File: src/rtl/mem_access.sv
// mem_access: memory-access stage between execute and register write-back.
//
// Takes the execute record (ALU result, effective address, store operand,
// destination register), performs loads and stores over a req/ack data-memory
// port, formats load data and emits one registered write-back record per
// instruction. Any memory operation stalls upstream until the ack arrives.
//
// Optional feature: define MEM_TIMEOUT_EN to abort a BUSY access after
// TIMEOUT_CYCLES cycles without mem_ack_i (reported on err_o). Without the
// macro there is no counter, BUSY waits indefinitely and err_o is tied to 0.
//
// Ports:
//   clk, rst                 stage clock, synchronous active-high reset
//   valid_i                  execute record present
//   MemRead_i / MemWrite_i   load / store (mutually exclusive)
//   MemFunct3_i              access size / signedness (instr[14:12])
//   MemAddr_i                effective address
//   StoreData_i              store operand
//   WriteData_i              ALU/link result for non-memory instructions
//   WriteDataNum_i           destination register index
//   WriteReg_i               instruction writes a register
//   stall_o                  upstream must hold (high while BUSY)
//   mem_req_o .. mem_be_o    data-memory request (held constant while BUSY)
//   mem_rdata_i, mem_ack_i   data-memory response
//   wb_*_o                   one-cycle write-back record
//   misalign_o, err_o        record flags: misaligned access / timeout

module mem_access #(
    parameter int unsigned TIMEOUT_CYCLES = 16
) (
    input  logic        clk,
    input  logic        rst,
    input  logic        valid_i,
    input  logic        MemRead_i,
    input  logic        MemWrite_i,
    input  logic [2:0]  MemFunct3_i,
    input  logic [31:0] MemAddr_i,
    input  logic [31:0] StoreData_i,
    input  logic [31:0] WriteData_i,
    input  logic [4:0]  WriteDataNum_i,
    input  logic        WriteReg_i,
    output logic        stall_o,
    output logic        mem_req_o,
    output logic        mem_we_o,
    output logic [31:0] mem_addr_o,
    output logic [31:0] mem_wdata_o,
    output logic [3:0]  mem_be_o,
    input  logic [31:0] mem_rdata_i,
    input  logic        mem_ack_i,
    output logic        wb_valid_o,
    output logic        wb_WriteReg_o,
    output logic [4:0]  wb_WriteDataNum_o,
    output logic [31:0] wb_WriteData_o,
    output logic        misalign_o,
    output logic        err_o
);

    if (TIMEOUT_CYCLES < 1 || TIMEOUT_CYCLES > 255) begin : g_bad_timeout
        $error("mem_access: TIMEOUT_CYCLES must be in 1..255");
    end

    typedef enum logic [0:0] {StIdle, StBusy} state_t;

    state_t      state;

    // Access context latched at acceptance, used when the ack returns.
    logic [1:0]  lat_lane;
    logic [2:0]  lat_funct3;
    logic [4:0]  lat_rd;
    logic        lat_wr;
    logic        lat_load;

`ifdef MEM_TIMEOUT_EN
    localparam logic [7:0] TimeoutLast = 8'(TIMEOUT_CYCLES - 1);
    logic [7:0]  tmo_cnt;
`endif

    logic        is_mem;
    logic        access_ok;
    logic [3:0]  req_be;
    logic [31:0] req_wdata;
    logic [7:0]  rd_byte;
    logic [15:0] rd_half;
    logic [31:0] load_data;
    logic        rd_nonzero;

    assign is_mem     = MemRead_i | MemWrite_i;
    assign rd_nonzero = (WriteDataNum_i != 5'd0);
    assign stall_o    = (state == StBusy);

    // Legality: undefined funct3 encodings are reported as misaligned.
    always_comb begin
        access_ok = 1'b0;
        case (MemFunct3_i)
            3'b000:  access_ok = 1'b1;
            3'b001:  access_ok = ~MemAddr_i[0];
            3'b010:  access_ok = (MemAddr_i[1:0] == 2'b00);
            3'b100:  access_ok = MemRead_i;
            3'b101:  access_ok = MemRead_i & ~MemAddr_i[0];
            default: access_ok = 1'b0;
        endcase
    end

    // Byte enables and lane-replicated store data; loads use the same enables.
    always_comb begin
        req_be    = 4'b1111;
        req_wdata = StoreData_i;
        case (MemFunct3_i[1:0])
            2'b00: begin
                req_be    = 4'b0001 << MemAddr_i[1:0];
                req_wdata = {4{StoreData_i[7:0]}};
            end
            2'b01: begin
                req_be    = 4'b0011 << MemAddr_i[1:0];
                req_wdata = {2{StoreData_i[15:0]}};
            end
            default: begin
                req_be    = 4'b1111;
                req_wdata = StoreData_i;
            end
        endcase
    end

    // Load lane selection and extension from the latched address lane.
    always_comb begin
        rd_byte   = mem_rdata_i[{lat_lane, 3'b000} +: 8];
        rd_half   = mem_rdata_i[{lat_lane[1], 4'b0000} +: 16];
        load_data = mem_rdata_i;
        case (lat_funct3)
            3'b000:  load_data = {{24{rd_byte[7]}}, rd_byte};
            3'b001:  load_data = {{16{rd_half[15]}}, rd_half};
            3'b100:  load_data = {24'd0, rd_byte};
            3'b101:  load_data = {16'd0, rd_half};
            default: load_data = mem_rdata_i;
        endcase
    end

    always_ff @(posedge clk) begin
        if (rst) begin
            state             <= StIdle;
            lat_lane          <= 2'd0;
            lat_funct3        <= 3'd0;
            lat_rd            <= 5'd0;
            lat_wr            <= 1'b0;
            lat_load          <= 1'b0;
            mem_req_o         <= 1'b0;
            mem_we_o          <= 1'b0;
            mem_addr_o        <= 32'd0;
            mem_wdata_o       <= 32'd0;
            mem_be_o          <= 4'd0;
            wb_valid_o        <= 1'b0;
            wb_WriteReg_o     <= 1'b0;
            wb_WriteDataNum_o <= 5'd0;
            wb_WriteData_o    <= 32'd0;
            misalign_o        <= 1'b0;
`ifdef MEM_TIMEOUT_EN
            err_o             <= 1'b0;
            tmo_cnt           <= 8'd0;
`endif
        end else begin
            // Record outputs are single-cycle pulses; cleared unless re-set below.
            wb_valid_o        <= 1'b0;
            wb_WriteReg_o     <= 1'b0;
            wb_WriteDataNum_o <= 5'd0;
            wb_WriteData_o    <= 32'd0;
            misalign_o        <= 1'b0;
`ifdef MEM_TIMEOUT_EN
            err_o             <= 1'b0;
`endif
            case (state)
                StIdle: begin
                    if (valid_i) begin
                        if (!is_mem) begin
                            wb_valid_o        <= 1'b1;
                            wb_WriteReg_o     <= WriteReg_i & rd_nonzero;
                            wb_WriteDataNum_o <= WriteDataNum_i;
                            wb_WriteData_o    <= WriteData_i;
                        end else if (!access_ok) begin
                            wb_valid_o        <= 1'b1;
                            misalign_o        <= 1'b1;
                            wb_WriteDataNum_o <= WriteDataNum_i;
                        end else begin
                            lat_lane    <= MemAddr_i[1:0];
                            lat_funct3  <= MemFunct3_i;
                            lat_rd      <= WriteDataNum_i;
                            lat_wr      <= WriteReg_i & rd_nonzero;
                            lat_load    <= MemRead_i;
                            mem_req_o   <= 1'b1;
                            mem_we_o    <= MemWrite_i;
                            mem_addr_o  <= {MemAddr_i[31:2], 2'b00};
                            mem_wdata_o <= req_wdata;
                            mem_be_o    <= req_be;
`ifdef MEM_TIMEOUT_EN
                            tmo_cnt     <= 8'd0;
`endif
                            state       <= StBusy;
                        end
                    end
                end
                StBusy: begin
                    // An ack in the timeout cycle takes priority over the abort.
                    if (mem_ack_i) begin
                        mem_req_o         <= 1'b0;
                        wb_valid_o        <= 1'b1;
                        wb_WriteDataNum_o <= lat_rd;
                        if (lat_load) begin
                            wb_WriteReg_o  <= lat_wr;
                            wb_WriteData_o <= load_data;
                        end
                        state <= StIdle;
                    end
`ifdef MEM_TIMEOUT_EN
                    else if (tmo_cnt == TimeoutLast) begin
                        mem_req_o         <= 1'b0;
                        wb_valid_o        <= 1'b1;
                        err_o             <= 1'b1;
                        wb_WriteDataNum_o <= lat_rd;
                        state             <= StIdle;
                    end else begin
                        tmo_cnt <= tmo_cnt + 8'd1;
                    end
`endif
                end
                default: state <= StIdle;
            endcase
        end
    end

`ifndef MEM_TIMEOUT_EN
    assign err_o = 1'b0;
`endif

endmodule

File: config.mk
export PLATFORM = sky130hd
export DESIGN_NAME = mem_access
export DESIGN_NICKNAME = d
export VERILOG_FILES = /design/src/rtl/mem_access.sv
export SDC_FILE = /design/constraint.sdc
export NUM_CORES = 1
export LEC_CHECK = 0
export ABC_AREA = 0
export CAP_MARGIN = 20
export CORE_UTILIZATION = 44
export CTS_CLUSTER_DIAMETER = 50
export DETAILED_ROUTE_END_ITERATION = 10
export PLACE_DENSITY = 0.9
export SYNTH_ARGS = -nofsm -noshare
export SYNTH_HDL_FRONTEND = slang
export SYNTH_SLANG_ARGS = --single-unit
File: constraint.sdc
create_clock -name clk -period 3.4 [get_ports clk]
set_input_delay 0.68 -clock clk [delete_from_list [all_inputs] [get_ports clk]]
set_output_delay 0.68 -clock clk [all_outputs]
set_load 0.01 [all_outputs]
==> results by group, run 1 <==
Place
  • Placed cell count: 950
  • Placed Area: 0.00778 mm²
  • DP Wirelength: 13,400 µm
  • Quantity of I/O buffers inserted on ports: 251
  • Final RePlAce weighted congestion: 0.859

Logic synthesis
  • Cell variety after synth: 49
  • Post-synth EDFFs: 0
  • Synth warn: 0
  • Synthesis-stage register bit count: 121
  • Synthesized area: 0.00521 mm²
  • Ranking of synthesized cells by area: dfxtp_1, o21ai_0, a21oi_1
  • Most area-hungry cell type in the Yosys netlist: dfxtp_1
  • Cell with the most instances after synthesis: dfxtp_1
  • Most used flip-flop cell after synthesis: dfxtp_1
  • Syn Area/Cell: 8.74 µm²
  • Seq/Total Area, Yosys: 46.5%
  • Post-Synthesis Cells: 596
  • Post-synth top area share: 46.5%
  • Post-synth top cells: dfxtp_1, o21ai_0, a21oi_1
  • Post-synth ARST share: 0%

Setup path
  • Stages on the worst setup path: 6
  • WP buf/inv: 2
  • CP Launch Type: input pin
  • Worst Reg-to-Reg Cells: 4
  • CP peak stage delay: 0.60 ns
  • Cell family with most CP delay: buffers and inverters
  • Crit path DAT: 2.95 ns
  • Setup crit end kind: flop
  • CP Cell Sequence: clkdlybuf4s50_1, or4_4, o32a_2, buf_4, o21ai_0, a21oi_1
  • Worst-path fanout max: 40
  • Worst Path Required: 3.65 ns
  • CP max-delay cell: clkdlybuf4s50_1
  • Critical path type: input pin to flop

Floorplan
  • IO Pins: 255
  • Row Count: 39
  • Die ar.: 0.0123 mm²
  • Die width: 111 µm
  • Total core area: 0.0115 mm²
  • Chip Height: 111 µm
  • Starting Density: 45.4%

Finish
  • N_diodes: 0
  • Layout cells sized above 1: 7.99%
  • Fill cell count: 812
  • Finished Cell Area: 0.00840 mm²
  • Synthesis-to-layout area growth: 61.2%
  • Post-Layout Cell Count: 982
  • Nets@finish: 970

Clocking
  • Worst-path clk slew: 0.05 ns
  • Root buffer cell: clkbuf_16
  • CTS tree: yes
  • Clock latency on the worst-skew pair: 0.41 ns
  • CTS Buffer Depth: 2
  • Post-CTS Hold Buffers: 0
  • Sink Count: 121
  • H-Tree Depth: 4
  • Number of buffers created by CTS: 17
  • PostCTS Resize Cnt: 0
  • Post-CTS Setup Inserts: 0

Timing
  • Max-slew headroom: 42.8%
  • Final Hold Viols: 0
  • Slew @ Worst Pin: 0.858 ns
  • Final setup violating endpoints: 0
  • Setup TNS: 0 ns
  • Slew Viols, Final: 0
  • Worst Skew: 0.00732 ns
  • Max Fclk: 0.370 GHz
  • RSZ-0062 raised after global routing: false
  • Post-layout min period: 2.70 ns
  • Period utilization: 79.4%

Routing
  • Initial DRC Count: 462
  • Drt first pass iters: 5
  • Drt wl/cell: 19.1 µm
  • Residual DRC: 0
  • Vias/cell: 5.96
  • Vias: 5,854
  • Total wire length: 18,800 µm
  • Final ANT Viol Nets: 0

Hold path
  • Min-Delay Path Class: flop to flop
  • Hold Crit Depth: 2

Pwr
  • Pwr/cell area: 476 mW/mm²
  • VDD IR max: 0.268 mV
  • Leak: 0.00299 µW

GRT
  • Largest net degree at the start of global routing: 84
  • Global-route wire length before repair: 29,200 µm
  • Grt ovf: 0
  • Vias in the first global route: 5,726
  • Gr usage total: 29.9%
  • Initial antenna violation count: 0

Job
  • Max_cap viols: 0

Status
  • Status: finished, final reports clean
[cells in the final DEF, fill, tap and decap left out, types with 3 or more instances in the layout]
cell and n:
conb_1 3, bufinv_16 4, a21boi_0 7, a211oi_1 18, clkbuf_1 6, nand3_1 59, nor3_1 4, or4_1 3
clkbuf_16 17, a21oi_1 84, a22o_1 5, dfxtp_1 121, o2111ai_1 9, inv_1 3, mux2i_1 25, clkdlybuf4s50_1 250
nor2_1 5, buf_4 19, o21ai_0 86, nand2_1 39, a221o_1 6, a221o_2 10, o22ai_1 7, nand2b_1 10
[cell type report]
type / instances / area, µm² / share of cell area [%]
Clock buffer: 24 / 462 / 5.50
Clock inverter: 7 / 143 / 1.70
Inverter: 5 / 18.8 / 0.224
Multi-Input combinational cell: 412 / 2520 / 30.0
Sequential cell: 121 / 2420 / 28.8
Tap cell: 143 / 179 / 2.13
Timing Repair Buffer: 270 / 2650 / 31.6
[tightest hold or removal path: stages (launching register included)]
cell and delay [ns]:
dfxtp_1 0.31, nand2_1 0.05, o21ai_0 0.06
[per-stage QoR]
stage | hold WS, ns | util, % | setup slack [ns] | power, µW
after detailed placement | 0.459 | 67.9 | 0.341 | 2140
after global placement | 0.446 | 67.9 | 0.430 | 2130
after global routing | 0.489 | 73.2 | 0.536 | 4120
after CTS | 0.467 | 73.2 | 0.763 | 4000
final | 0.469 | 73.2 | 0.701 | 4000
after floorplan | 0.436 | - | 1.15 | 1790
[report_power, final]
part	internal [µW]	switching [µW]	total (µW)	leakage, µW
Combinational	324	289	613	0.00172
Sequential	1480	35.1	1510	0.000984
Clock	1240	629	1870	0.000292
[worst paths after layout]
path / startpoint / to / slack, ns
max: MemFunct3_i[0] / mem_addr_o[21] / 0.70
min: lat_wr / lat_wr / 0.47
max reg2reg: lat_funct3[1] / wb_WriteData_o[20] / 1.25
min reg2reg: lat_wr / lat_wr / 0.47
[state kept, by name, indices dropped and copies added, names as in the netlist, 2 cells and up]
| name | count |
|---|---|
| lat_funct3 | 3 |
| lat_lane | 2 |
| lat_rd | 5 |
| mem_addr_o | 30 |
| mem_be_o | 4 |
| mem_wdata_o | 32 |
| wb_WriteDataNum_o | 5 |
| wb_WriteData_o | 32 |
[logic make-up after synthesis]
group / after synthesis / synth area share [%]
compound gates: 244 / 29.2
buf+inv: 65 / 5.43
flops: 121 / 46.5
mux: 27 / 5.45
other cells: 1 / 0.0720
simple gates: 138 / 13.4
[routing by layer]
metal	track usage, %	wire length [µm]
met1	33.3	7100
met2	50.9	9160
met3	8.47	1650
met4	17.2	867
met5	0	0
No activity file was read; power rests on OpenSTA's default activity.
==> run 2, diff against run 1 <==
- CORE_UTILIZATION: 44 -> 41
- PLACE_DENSITY: 0.9 -> 0.85
- clock period: 3.4 -> 2.6 ns (I/O delays scaled with it)
==> results by group, run 2 (synthesis gave the netlist of run 1 again) <==
Timing
  • Worst Skew: 0.00751 ns (was 0.00732 ns)
  • Final Hold Viols: 0 (unchanged)
  • Final setup violating endpoints: 0 (unchanged)
  • Slew @ Worst Pin: 0.843 ns (was 0.858 ns)
  • Setup TNS: 0 ns (unchanged)
  • Max Fclk: 0.451 GHz
  • Post-layout min period: 2.22 ns
  • Period utilization: 85.2%
  • RSZ-0062 raised after global routing: false (unchanged)
  • Max-slew headroom: 43.6% (was 42.8%)
  • Slew Viols, Final: 0 (unchanged)

Job
  • Max_cap viols: 0 (unchanged)

Finish
  • N_diodes: 0 (unchanged)
  • Synthesis-to-layout area growth: 64.7% (was 61.2%)
  • Nets@finish: 983 (was 970)
  • Layout cells sized above 1: 10.2% (was 7.99%)
  • Fill cell count: 946 (was 812)
  • Commonest non-fill, non-tap cell in the layout: clkdlybuf4s50_1 (unchanged)
  • Commonest non-fill, non-tap cells in the layout: clkdlybuf4s50_1, dfxtp_1, o21ai_0, a21oi_1, nand3_1 (unchanged)
  • Biggest regs: mem_wdata_o (32), wb_WriteData_o (32), mem_addr_o (30) (unchanged)

Pwr
  • Pwr/cell area: 608 mW/mm² (was 476 mW/mm²)
  • Leak: 0.00307 µW (was 0.00299 µW)
  • Power Total: 5220 µW (was 4000 µW)
  • VDD IR max: 0.464 mV (was 0.268 mV)

Floorplan
  • Total core area: 0.0122 mm² (was 0.0115 mm²)
  • IO Pins: 255 (unchanged)
  • Starting Density: 42.7% (was 45.4%)
  • Chip Height: 115 µm (was 111 µm)
  • Row Count: 40 (was 39)
  • Die width: 115 µm (was 111 µm)
  • Die ar.: 0.0132 mm² (was 0.0123 mm²)

Clocking
  • Sink Count: 121 (unchanged)
  • PostCTS Resize Cnt: 0 (unchanged)
  • Clock latency on the worst-skew pair: 0.41 ns (about the same)
  • Root buffer cell: clkbuf_16 (unchanged)
  • CTS Buffer Depth: 2 (unchanged)
  • Post-CTS Setup Inserts: 0 (unchanged)
  • Post-CTS Hold Buffers: 0 (unchanged)
  • H-Tree Depth: 4 (unchanged)
  • Number of buffers created by CTS: 17 (unchanged)
  • CTS tree: yes (unchanged)
  • Worst-path clk slew: 0.06 ns (was 0.05 ns)

Setup path
  • Worst Path Required: 2.86 ns (was 3.65 ns)
  • CP max-delay cell: or4_4 (was clkdlybuf4s50_1)
  • CP endpoint: mem_addr_o[17] (was mem_addr_o[21])
  • R2r setup slk: 0.53 ns (was 1.25 ns)
  • CP Launch Point: MemFunct3_i[2] (was MemFunct3_i[0])
  • Worst reg2reg path endpoint: wb_WriteData_o[14] (was wb_WriteData_o[20])
  • R2R Path Start: lat_lane[1] (was lat_funct3[1])
  • Worst-path fanout max: 51 (was 40)
  • CP Cell Sequence: clkdlybuf4s50_1, or4_4, o32a_2, buf_12, o21ai_0, a21oi_1 (was clkdlybuf4s50_1, or4_4, o32a_2, buf_4, o21ai_0, a21oi_1)
  • Crit path DAT: 2.48 ns (was 2.95 ns)
  • Critical path type: input pin to flop (unchanged)
  • CP peak stage delay: 0.59 ns (was 0.60 ns)
  • Worst Reg-to-Reg Cells: 4 (unchanged)
  • CP Launch Type: input pin (unchanged)
  • Setup crit end kind: flop (unchanged)

Status
  • Status: finished, final reports clean (unchanged)

Place
  • Quantity of I/O buffers inserted on ports: 251 (unchanged)
  • DP Wirelength: 13,500 µm (was 13,400 µm)
  • Final RePlAce weighted congestion: 0.903 (was 0.859)

Routing
  • Total wire length: 18,800 µm (about the same)
  • Drt first pass iters: 5 (unchanged)
  • Drt wl/cell: 18.4 µm (was 19.1 µm)
  • Initial DRC Count: 567 (was 462)
  • Residual DRC: 0 (unchanged)
  • Vias: 5,879 (was 5,854)
  • Final ANT Viol Nets: 0 (unchanged)
  • Vias/cell: 5.76 (was 5.96)

GRT
  • Global-route wire length before repair: 29,100 µm (was 29,200 µm)
  • Initial antenna violation count: 0 (unchanged)
  • Grt ovf: 0 (unchanged)
  • Gr usage total: 28.8% (was 29.9%)
  • Largest net degree at the start of global routing: 82 (was 84)
  • Vias in the first global route: 5,738 (was 5,726)

Hold path
  • Min-Delay Path Class: flop to flop (unchanged)
## run 2: final cells by class
class	instances	area [µm²]	area share [%]
Tap cell	168	210	2.45
Clock buffer	18	439	5.12
Clock inverter	14	169	1.97
Timing Repair Buffer	283	2800	32.6
Sequential cell	121	2420	28.2
Multi-Input combinational cell	412	2520	29.4
Inverter	5	18.8	0.219
## run 2: report_power, final
| part | total (µW) | internal (µW) | switching [µW] |
|---|---|---|---|
| sequential | 1970 | 1930 | 42.7 |
| clock | 2420 | 1530 | 885 |
| combinational | 828 | 444 | 385 |
## run 2: through the flow
step                      utilization, %  hold WS [ns]  worst slack [ns]  area, µm²  std cells
final                               70.3         0.464             0.384       8580       1021
after global routing                70.3         0.494             0.318       8580       1021
after CTS                           70.3         0.465             0.434       8580       1021
after detailed placement            65.3         0.453            0.0910       7970        989
after global placement              65.3         0.453             0.147       7970        989
after floorplan                        -         0.436             0.505       5220        598
## run 2: worst max-delay path: cells and delay by family
| kind | cells | cell delay (ns) |
|---|---|---|
| AO/OA/AOI/OAI | 3 | 0.71 |
| AND/OR/NAND/NOR | 1 | 0.59 |
| buffers and inverters | 2 | 0.64 |
## run 2: layer usage
layer / vias to the layer above / track usage, % / routed length, µm
met2: 376 / 48.4 / 9180
met1: 2728 / 31.0 / 6830
li1: 2699 / - / -
met3: 76 / 10.3 / 1950
met5: - / 0 / 0
met4: 0 / 18.0 / 864
## run 2: worst min path at each step
stage	from	end	slack, ns	cells after the start
after CTS	mem_req_o	mem_req_o	0.46	2
final	mem_req_o	mem_req_o	0.46	2
after floorplan	lat_wr	lat_wr	0.44	2
after global routing	lat_wr	wb_WriteReg_o	0.49	2
after global placement	lat_rd[0]	wb_WriteDataNum_o[0]	0.45	1
after detailed placement	lat_rd[0]	wb_WriteDataNum_o[0]	0.45	1
